--- src/rtl/mmcm_drp_pkg.sv ---
// Shared types and per-mode DRP register table for the pixel-clock MMCM reconfigurator.
package mmcm_drp_pkg;

  localparam int unsigned DRP_ADDR_W = 7;
  localparam int unsigned DRP_DATA_W = 16;
  localparam int unsigned MODE_W     = 3;
  localparam int unsigned IDX_W      = 5;
  localparam int unsigned N_TBL      = 23;

  typedef enum logic [2:0] {
    IDLE,
    RST,
    LOAD,
    RD,
    WAITRD,
    WR,
    WAITWR,
    LOCKWAIT
  } state_t;

  typedef struct packed {
    logic [DRP_ADDR_W-1:0] addr;
    logic [DRP_DATA_W-1:0] mask;
    logic [DRP_DATA_W-1:0] data;
  } drp_entry_t;

  localparam logic [DRP_ADDR_W-1:0] ADDR_TBL [N_TBL] = '{
    7'h28, 7'h08, 7'h09, 7'h0A, 7'h0B, 7'h0C, 7'h0D, 7'h0E,
    7'h0F, 7'h10, 7'h11, 7'h06, 7'h07, 7'h12, 7'h13, 7'h16,
    7'h14, 7'h15, 7'h18, 7'h19, 7'h1A, 7'h4E, 7'h4F
  };

  // Mask bits set to 1 are preserved from the register's current contents.
  localparam logic [DRP_DATA_W-1:0] MASK_TBL [N_TBL] = '{
    16'h1000, 16'h1000, 16'hFC00, 16'h1000, 16'hFC00, 16'h1000, 16'hFC00, 16'h1000,
    16'hFC00, 16'h1000, 16'hFC00, 16'h1000, 16'hFC00, 16'h1000, 16'hFC00, 16'hC000,
    16'h1000, 16'hFC00, 16'hFC00, 16'h8000, 16'h8000, 16'h66FF, 16'h666F
  };

  localparam logic [DRP_DATA_W-1:0] DATA_BASE [N_TBL] = '{
    16'h0081, 16'h0041, 16'h0000, 16'h0083, 16'h0040, 16'h0145, 16'h0080, 16'h0209,
    16'h0041, 16'h0000, 16'h00C3, 16'h0041, 16'h0000, 16'h0104, 16'h0080, 16'h1041,
    16'h0208, 16'h0000, 16'h01E8, 16'h7001, 16'h73E9, 16'h0800, 16'h1100
  };

  // Modes differ by an XOR of the mode index into bits [8:6]; preserved bits are never driven.
  function automatic drp_entry_t rom_entry(input logic [MODE_W-1:0] mode,
                                           input logic [IDX_W-1:0]  idx);
    drp_entry_t e;
    e = '0;
    if (idx < IDX_W'(N_TBL)) begin
      e.addr = ADDR_TBL[idx];
      e.mask = MASK_TBL[idx];
      e.data = (DATA_BASE[idx] ^ (16'(mode) << 6)) & ~MASK_TBL[idx];
    end
    return e;
  endfunction

endpackage

--- src/rtl/mmcm_drp_reconfig_rom.sv ---
// Registered (mode, idx) -> {addr, mask, data} lookup with one cycle of latency.
module mmcm_mode_rom
  import mmcm_drp_pkg::*;
(
  input  logic              clk,
  input  logic              rst,
  input  logic [MODE_W-1:0] mode,
  input  logic [IDX_W-1:0]  idx,
  output drp_entry_t        entry
);

  always_ff @(posedge clk or posedge rst) begin
    if (rst) entry <= '0;
    else     entry <= rom_entry(mode, idx);
  end

endmodule

--- src/rtl/mmcm_drp_reconfig.sv ---
// MMCM DRP reconfiguration sequencer: per-register read-modify-write while MMCM is held in reset.
// Optional wait timeout enabled by defining MMCM_DRP_TIMEOUT_EN.
module mmcm_drp_reconfig
  import mmcm_drp_pkg::*;
#(
  parameter int unsigned N_REGS       = 23,
  parameter int unsigned LOCK_HOLDOFF = 16
`ifdef MMCM_DRP_TIMEOUT_EN
  ,
  parameter int unsigned TIMEOUT_CYCLES = 65535
`endif
) (
  input  logic                  clk,
  input  logic                  rst,
  input  logic                  sen,
  input  logic [MODE_W-1:0]     video_mode,
  input  logic                  locked,
  output logic                  rst_mmcm,
  output logic [DRP_ADDR_W-1:0] daddr,
  output logic [DRP_DATA_W-1:0] di,
  output logic                  den,
  output logic                  dwe,
  input  logic [DRP_DATA_W-1:0] dout,
  input  logic                  drdy,
  output logic                  busy,
  output logic                  done,
  output logic                  err
);

  localparam int unsigned HO_W = (LOCK_HOLDOFF > 0) ? $clog2(LOCK_HOLDOFF + 1) : 1;
  localparam logic [IDX_W-1:0] LAST_IDX = IDX_W'(N_REGS - 1);

  state_t                state, state_next;
  logic [IDX_W-1:0]      idx;
  logic [MODE_W-1:0]     target;
  logic                  pending;
  logic [DRP_DATA_W-1:0] rd_data;
  logic [HO_W-1:0]       holdoff;
  logic                  lock_ok;
  logic                  timeout;
  drp_entry_t            rom_q;

  mmcm_mode_rom u_rom (
    .clk   (clk),
    .rst   (rst),
    .mode  (target),
    .idx   (idx),
    .entry (rom_q)
  );

  assign lock_ok = (state == LOCKWAIT) && (holdoff == '0) && locked;

`ifdef MMCM_DRP_TIMEOUT_EN
  localparam int unsigned TMO_W = $clog2(TIMEOUT_CYCLES + 1);
  logic [TMO_W-1:0] tmo_cnt;
  logic             tmo_run;
  logic             err_q;

  assign tmo_run = (state == WAITRD) || (state == WAITWR) ||
                   ((state == LOCKWAIT) && (holdoff == '0));
  assign timeout = tmo_run && (tmo_cnt == TMO_W'(TIMEOUT_CYCLES - 1));
  assign err     = err_q;

  always_ff @(posedge clk or posedge rst) begin
    if (rst) begin
      tmo_cnt <= '0;
      err_q   <= 1'b0;
    end else begin
      tmo_cnt <= (tmo_run && !timeout) ? tmo_cnt + 1'b1 : '0;
      err_q   <= err_q | timeout;
    end
  end
`else
  assign timeout = 1'b0;
  assign err     = 1'b0;
`endif

  always_comb begin
    state_next = state;
    unique case (state)
      IDLE:     if (pending) state_next = RST;
      RST:      state_next = LOAD;
      LOAD:     state_next = RD;
      RD:       state_next = WAITRD;
      WAITRD:   if (drdy) state_next = WR;
      WR:       state_next = WAITWR;
      WAITWR:   if (drdy) state_next = (idx == LAST_IDX) ? LOCKWAIT : LOAD;
      LOCKWAIT: if (lock_ok) state_next = IDLE;
      default:  state_next = IDLE;
    endcase
    if (timeout) state_next = IDLE;
  end

  always_ff @(posedge clk or posedge rst) begin
    if (rst) begin
      state    <= IDLE;
      idx      <= '0;
      target   <= '0;
      pending  <= 1'b1;
      rd_data  <= '0;
      holdoff  <= '0;
      rst_mmcm <= 1'b0;
      busy     <= 1'b0;
      done     <= 1'b0;
    end else begin
      state   <= state_next;
      done    <= 1'b0;
      // A request arriving in the same cycle as the IDLE launch keeps pending set.
      pending <= sen | (pending & (state != IDLE));
      case (state)
        IDLE: if (pending) begin
          target <= video_mode;
          idx    <= '0;
        end
        RST: begin
          rst_mmcm <= 1'b1;
          busy     <= 1'b1;
        end
        WAITRD: if (drdy) rd_data <= dout;
        WAITWR: if (drdy && (idx != LAST_IDX)) idx <= idx + 1'b1;
        LOCKWAIT: begin
          if (holdoff != '0) holdoff <= holdoff - 1'b1;
          else if (lock_ok && !timeout) begin
            done <= 1'b1;
            busy <= 1'b0;
          end
        end
        default: ;
      endcase
      if ((state_next == LOCKWAIT) && (state != LOCKWAIT)) begin
        rst_mmcm <= 1'b0;
        holdoff  <= HO_W'(LOCK_HOLDOFF);
      end
      if (timeout) begin
        rst_mmcm <= 1'b0;
        busy     <= 1'b0;
      end
    end
  end

  always_comb begin
    den   = 1'b0;
    dwe   = 1'b0;
    daddr = '0;
    di    = '0;
    if (state == RD) begin
      den   = 1'b1;
      daddr = rom_q.addr;
    end else if (state == WR) begin
      den   = 1'b1;
      dwe   = 1'b1;
      daddr = rom_q.addr;
      di    = (rd_data & rom_q.mask) | rom_q.data;
    end
  end

endmodule
--- config.mk ---
export PLATFORM = sky130hd
export DESIGN_NAME = mmcm_drp_reconfig
export DESIGN_NICKNAME = d
export VERILOG_FILES = /design/src/rtl/mmcm_drp_pkg.sv /design/src/rtl/mmcm_drp_reconfig_rom.sv /design/src/rtl/mmcm_drp_reconfig.sv
export SDC_FILE = /design/constraint.sdc
export NUM_CORES = 1
export LEC_CHECK = 0
export CELL_PAD_IN_SITES_DETAIL_PLACEMENT = 2
export CELL_PAD_IN_SITES_GLOBAL_PLACEMENT = 2
export CORE_MARGIN = 2
export CORE_UTILIZATION = 30
export CTS_CLUSTER_DIAMETER = 100
export DETAILED_ROUTE_END_ITERATION = 10
export PLACE_DENSITY = 0.8
export RECOVER_POWER = 25
export SLEW_MARGIN = 15
export SYNTH_ARGS = -nofsm -noshare
export SYNTH_HDL_FRONTEND = slang
export SYNTH_SLANG_ARGS = --single-unit
export TNS_END_PERCENT = 100
--- constraint.sdc ---
create_clock -name clk -period 3 [get_ports clk]
set_clock_uncertainty 0.2 [all_clocks]
set_input_delay 0.75 -clock clk [delete_from_list [all_inputs] [get_ports clk]]
set_output_delay 0.75 -clock clk [all_outputs]
set_load 0.005 [all_outputs]
==> results.toml, run 1 <==
[grt]
grt-ovfl-total = 0
met2_usage = 0.279
track_usage = 0.168
antenna_found_initial = 0
grt_max_degree = 62
grt_pass1_vias = 2882
use_met1 = 0.215
grtUsageMet3 = 0.0368
grt_busiest_layer = "met2"
grt_pass1_wl_um = 14900

[yosys]
yosysSeqAreaShare = 0.470
synth_edf_count = 0
ys_async_sr_fraction = 1.00
ys.flop_type = "dfrtp_1"
netlist_area_um2 = 3250
synth_cell_type_count = 54
synthCells = 333
ys_ff_latch = 61
yosys_warnings = 0
syn_area_per_cell_um2 = 9.77
syn_nets = 369

[floorplan]
rows = 38
io_pins = 53
dieArea_um2 = 11700
die-height_um = 108
start_util = 0.304
coreArea_um2 = 10700
die_x_um = 108

[cts]
cts-buffers-inserted = 9
clkSlewWorstSetupHoldPaths_ns = 0.07
cts_tree = "built"
clk_path_buf_depth = 2
worstSkewPairLatency_ns = 0.36
postCtsHoldBufs = 0
htreeDepth = 3
cts_num_sinks = 61
ctsRootBufferMaster = "clkbuf_8"

[power]
power_density_nw_per_um2 = 848
vdd_drop_max_v = 0.000237
leakage_uw = 0.00172

[cells_and_area]
drive_gt1_frac = 0.147
multiInputGateArea_um2 = 1520
n_antenna_cell = 0
fin_area_um2 = 4060
layout.cells.non_filler = 528
fin_nets = 419
seqCellArea_um2 = 1530
n_fill_cell = 1180
syn_to_final_growth_pct = 25.0

[drt]
via_count = 2634
first_iter_violations = 113
postRouteAntennaNets = 0
routed_wl_um = 9120
drc = 0
avgViaCountPerCell = 4.99
firstDrtPassIters = 4
wl_per_cell_um = 17.3

[worst_setup_path]
worstPathRequired_ns = 2.05
worstSetupStartpointType = "flip-flop"
cp_data_arrival_time_ns = 1.94
reg2reg_setup_slack_ns = 0.64
crit_path_end_kind = "primary output"
cp_max_fo = 5
ff2ff_path_depth = 6
worstSetupPathType = "reg2out"

[timing]
tns_ns = 0
min_period_ns = 2.89
period_share = 0.964
worst_slew_pin_slew_ns = 1.50
max_clock_freq_ghz = 0.346
hold_viol_final = 0
finalMaxSlewViolations = 61
rsz0062_at_grt = "false"
hold_ws_ns = 0.290
setup_viol = 0
relSlewSlack = -0.00308

[placement]
place.detailed.hpwl_um = 6610
place_inst = 512
dpl_cell_area_um2 = 3880
port_buffers = 50
finalWeightedCongestion = 0.791

[run_status]
violations = "max-capacitance violations, max-slew violations"
status = "finished with violations"

[min_path]
hp-class = "reg2reg"
whs_path_depth = 2

[flow_run]
drv_cap = 1
==> state kept, by name, indices dropped and copies added, names as in the netlist <==
register and flops:
holdoff 5, pending 1, target 3, busy 1
state 3, rd_data 15, u_rom.entry 26, rst_mmcm 1
idx 5, done 1
==> stage by stage <==
step                 util  setup slack, ns  total power [uW]
finish              0.380            0.108              3450
global route        0.380           0.0123              3730
CTS                 0.380          0.00374              3490
detailed placement  0.363            0.434              2790
global placement    0.363            0.461              2690
floorplan               -            0.539              2280
==> path summary, 6_finish.rpt <==
kind | start | to
max | state[1]$_DFF_PP0_ | daddr[5]
min | pending$_DFF_PP1_ | pending$_DFF_PP1_
max reg2reg | idx[1]$_DFFE_PP0P_ | u_rom.entry[6]$_DFF_PP0_
min reg2reg | pending$_DFF_PP1_ | pending$_DFF_PP1_
max in group asynchronous | rst | u_rom.entry[35]$_DFF_PP0_
min in group asynchronous | rst | holdoff[2]$_DFFE_PP0P_
==> cells in the mapped netlist (all sizes together), types with 2 or more instances <==
master	n	area share
nor2b	5	0.010
a21oi	31	0.048
o311ai	2	0.0054
mux2	19	0.066
a31oi	6	0.013
nand2	18	0.021
and3	14	0.028
nor4b	2	0.0054
nand2b	2	0.0038
o32ai	2	0.0054
buf	20	0.041
clkbuf	3	0.0038
nor2	40	0.046
a22oi	2	0.0046
xnor2	3	0.0081
inv	20	0.023
a21o	2	0.0046
mux2i	2	0.0062
a211oi	3	0.0069
a221oi	2	0.0054
nor3	7	0.012
dfrtp	60	0.46
xor2	3	0.0081
nand4b	2	0.010
o211ai	2	0.0046
o21ai	12	0.018
o21bai	2	0.0046
ha	12	0.046
and2	6	0.012
o31ai	2	0.0046
nand3	14	0.023
==> power by group <==
part / internal, uW / total [uW] / switching, uW
Sequential: 1100 / 1330 / 226
Combinational: 658 / 1440 / 787
Clock: 322 / 672 / 350
==> kinds of logic (layout without fill, tap and decap cells) <==
family | after synthesis | after routing | share of synthesized area
AND/OR/NAND/NOR | 117 | 117 | 0.190
XOR/XNOR | 6 | 6 | 0.0162
AO/OA/AOI/OAI | 72 | 72 | 0.137
flip-flops | 61 | 61 | 0.470
other | 1 | 1 | 0.00115
adder cells (fa/ha/maj) | 12 | 12 | 0.0462
buffers and inverters | 43 | 98 | 0.0677
multiplexers | 21 | 21 | 0.0720
==> metal layers <==
metal,up-vias,part of all wire
met5,-,0
met4,0,0.014
met3,11,0.034
met2,40,0.50
met1,1331,0.46
li1,1252,-
==> layout make-up <==
cell class | count | share of cell area
clock inverter | 5 | 0.00893
inverter | 20 | 0.0185
multi-input combinational | 229 | 0.373
tap | 140 | 0.0431
timing repair buffer | 62 | 0.146
clock buffer | 11 | 0.0348
sequential | 61 | 0.376
==> critical path: stages (launching register included) <==
cell and delay [ns]:
dfrtp_1 0.46, xor2_2 0.29, buf_4 0.18, and3_1 0.16, clkdlybuf4s50_1 0.51
==> cells in the final DEF (no fill, tap or decap), drive strengths merged, types with 2 or more instances in the layout <==
cell type / Yosys / layout
and3: 14 / 14
o311ai: 2 / 2
a211oi: 3 / 3
nor2: 40 / 40
clkinvlp: 0 / 3
nor3: 7 / 7
clkinv: 0 / 3
mux2i: 2 / 2
dfrtp: 60 / 60
nand2: 18 / 18
xnor2: 3 / 3
buf: 20 / 11
inv: 20 / 19
mux2: 19 / 19
o21bai: 2 / 2
clkbuf: 3 / 12
a21o: 2 / 2
nand2b: 2 / 2
a22oi: 2 / 2
clkdlybuf4s50: 0 / 49
a31oi: 6 / 6
nand3: 14 / 14
and2: 6 / 6
xor2: 3 / 3
a221oi: 2 / 2
a21oi: 31 / 31
o32ai: 2 / 2
nor2b: 5 / 5
nor4b: 2 / 2
ha: 12 / 12
nand4b: 2 / 2
o21ai: 12 / 12
o211ai: 2 / 2
o31ai: 2 / 2
==> timing repair <==
| action | in CTS | in global routing |
|---|---|---|
| resized for setup | 0 | 3 |
| hold endpoints to repair | 0 | 0 |
| setup endpoints to repair | 0 | 6 |
| buffers inserted | 0 | 0 |
No activity file was read; power rests on OpenSTA's default activity.
==> run 2, diff against run 1 <==
- CTS_BUF_LIST: unset -> sky130_fd_sc_hd__clkbuf_4 sky130_fd_sc_hd__clkbuf_8
==> results.toml, run 2 (same netlist as run 1, synthesis figures left out) <==
[min_path]
hp-class = "reg2reg"

[timing]
hold_viol_final = 0
setup_viol = 0
worst_slew_pin_slew_ns = 1.52
relSlewSlack = -0.0152
period_share = 0.972
rsz0062_at_grt = "true"
max_clock_freq_ghz = 0.343
tns_ns = 0
min_period_ns = 2.92
finalMaxSlewViolations = 62
hold_ws_ns = 0.288

[grt]
met2_usage = 0.281
grt_pass1_vias = 2899
grtUsageMet3 = 0.0277
use_met1 = 0.215
grt_busiest_layer = "met2"
grt-ovfl-total = 0
grt_max_degree = 62
grt_pass1_wl_um = 15000
track_usage = 0.168
antenna_found_initial = 0

[drt]
wl_per_cell_um = 17.4
first_iter_violations = 114
via_count = 2624
postRouteAntennaNets = 0
routed_wl_um = 9180
avgViaCountPerCell = 4.97
drc = 0
firstDrtPassIters = 4

[worst_setup_path]
cp_max_fo = 5
crit_path_end_kind = "primary output"
critical_path.most_common_cell = "inv_1"
crit_family = "buffers and inverters"
worstSetupStartpointType = "flip-flop"
cp_data_arrival_time_ns = 1.97
crit_slowest_cell = "clkdlybuf4s50_1"
cp_slowest_stage_delay_ns = 0.50
path_buf_inv = 3
worstSetupPathType = "reg2out"
crit_path_cell_trace = "inv_1 > nand3_1 > inv_1 > and3_1 > clkdlybuf4s50_1"
worstPathRequired_ns = 2.05

[cells_and_area]
final_common_cell = "dfrtp_1"
drive_gt1_frac = 0.147
layout.cells.non_filler = 528
syn_to_final_growth_pct = 24.8
regMostFlops = "u_rom.entry"
multiInputGateArea_um2 = 1510
largestRegisters = "u_rom.entry (26), rd_data (15)"
largest_reg_flops = 26
n_antenna_cell = 0
n_fill_cell = 1189
fin_area_um2 = 4060
fin_nets = 419
final_cell_mix = "60 x dfrtp_1, 49 x clkdlybuf4s50_1, 40 x nor2_1"
seqCellArea_um2 = 1530

[power]
switchingPower_uw = 1360
switching_share = 0.395
p_seq_frac = 0.385
p_clk_frac = 0.197
p_total_uw = 3450
comb_power_share = 0.418
internal_power_uw = 2090
power_density_nw_per_um2 = 850
leakage_uw = 0.00172
vdd_drop_max_v = 0.000267

[cts]
htreeDepth = 3
post_cts_resized = 0
post_cts_buffers = 0
postCtsHoldBufs = 0
clk_path_buf_depth = 2
cts_num_sinks = 61
worstSkewPairLatency_ns = 0.35
cts-buffers-inserted = 9
cts_tree = "built"
ctsRootBufferMaster = "clkbuf_8"
clkSlewWorstSetupHoldPaths_ns = 0.07

[flow_run]
drv_cap = 1

[run_status]
status = "finished with violations"
violations = "max-capacitance violations, max-slew violations"

[floorplan]
io_pins = 53
die-height_um = 108
coreArea_um2 = 10700
die_x_um = 108
rows = 38
dieArea_um2 = 11700
start_util = 0.304

[placement]
dpl_cell_area_um2 = 3880
port_buffers = 50
finalWeightedCongestion = 0.791
place.detailed.hpwl_um = 6610
place_inst = 512
run 2: layer usage:
| metal | vias to the layer above | part of all wire |
|---|---|---|
| met1 | 1319 | 0.45 |
| met2 | 41 | 0.50 |
| met3 | 12 | 0.030 |
| li1 | 1252 | - |
| met4 | 0 | 0.017 |
| met5 | - | 0 |
run 2: area by class of cell:
class	instances	area share
clock buffer	11	0.0358
inverter	20	0.0185
clock inverter	5	0.00894
sequential	61	0.376
multi-input combinational	229	0.372
timing repair buffer	62	0.145
tap	140	0.0432
run 2: worst reg2reg max path, delay by kind of cell (launching register included):
| family | cells | cell delay [ns] |
|---|---|---|
| flops | 1 | 0.56 |
| simple gates | 2 | 0.53 |
| compound gates | 2 | 0.40 |
| fa+ha+maj | 1 | 0.34 |
| buf+inv | 1 | 0.23 |
run 2: power groups by stage:
stage	Sequential [uW]	Combinational, uW	Clock [uW]
finish	1330	1440	680
global route	1370	1620	741
CTS	1330	1460	706
detailed placement	1340	1450	0
global placement	1310	1380	0
floorplan	1230	1050	0
run 2: worst paths after layout:
path,end,from,cells past startpoint,slack [ns]
worst max-delay path,di[15],state[1]$_DFF_PP0_,5,0.08
max in group asynchronous,u_rom.entry[35]$_DFF_PP0_,rst,3,0.51
min in group asynchronous,holdoff[2]$_DFFE_PP0P_,rst,3,1.18
worst max register to register,u_rom.entry[6]$_DFF_PP0_,idx[1]$_DFFE_PP0P_,6,0.62
worst min register to register,pending$_DFF_PP1_,pending$_DFF_PP1_,2,0.29
worst min-delay path,pending$_DFF_PP1_,pending$_DFF_PP1_,2,0.29
run 2: through the flow:
| stage | util | setup slack [ns] |
|---|---|---|
| after floorplan | - | 0.539 |
| after global placement | 0.363 | 0.461 |
| after detailed placement | 0.363 | 0.434 |
| after CTS | 0.380 | 0.00529 |
| after global routing | 0.379 | -0.0331 |
| final | 0.379 | 0.0829 |
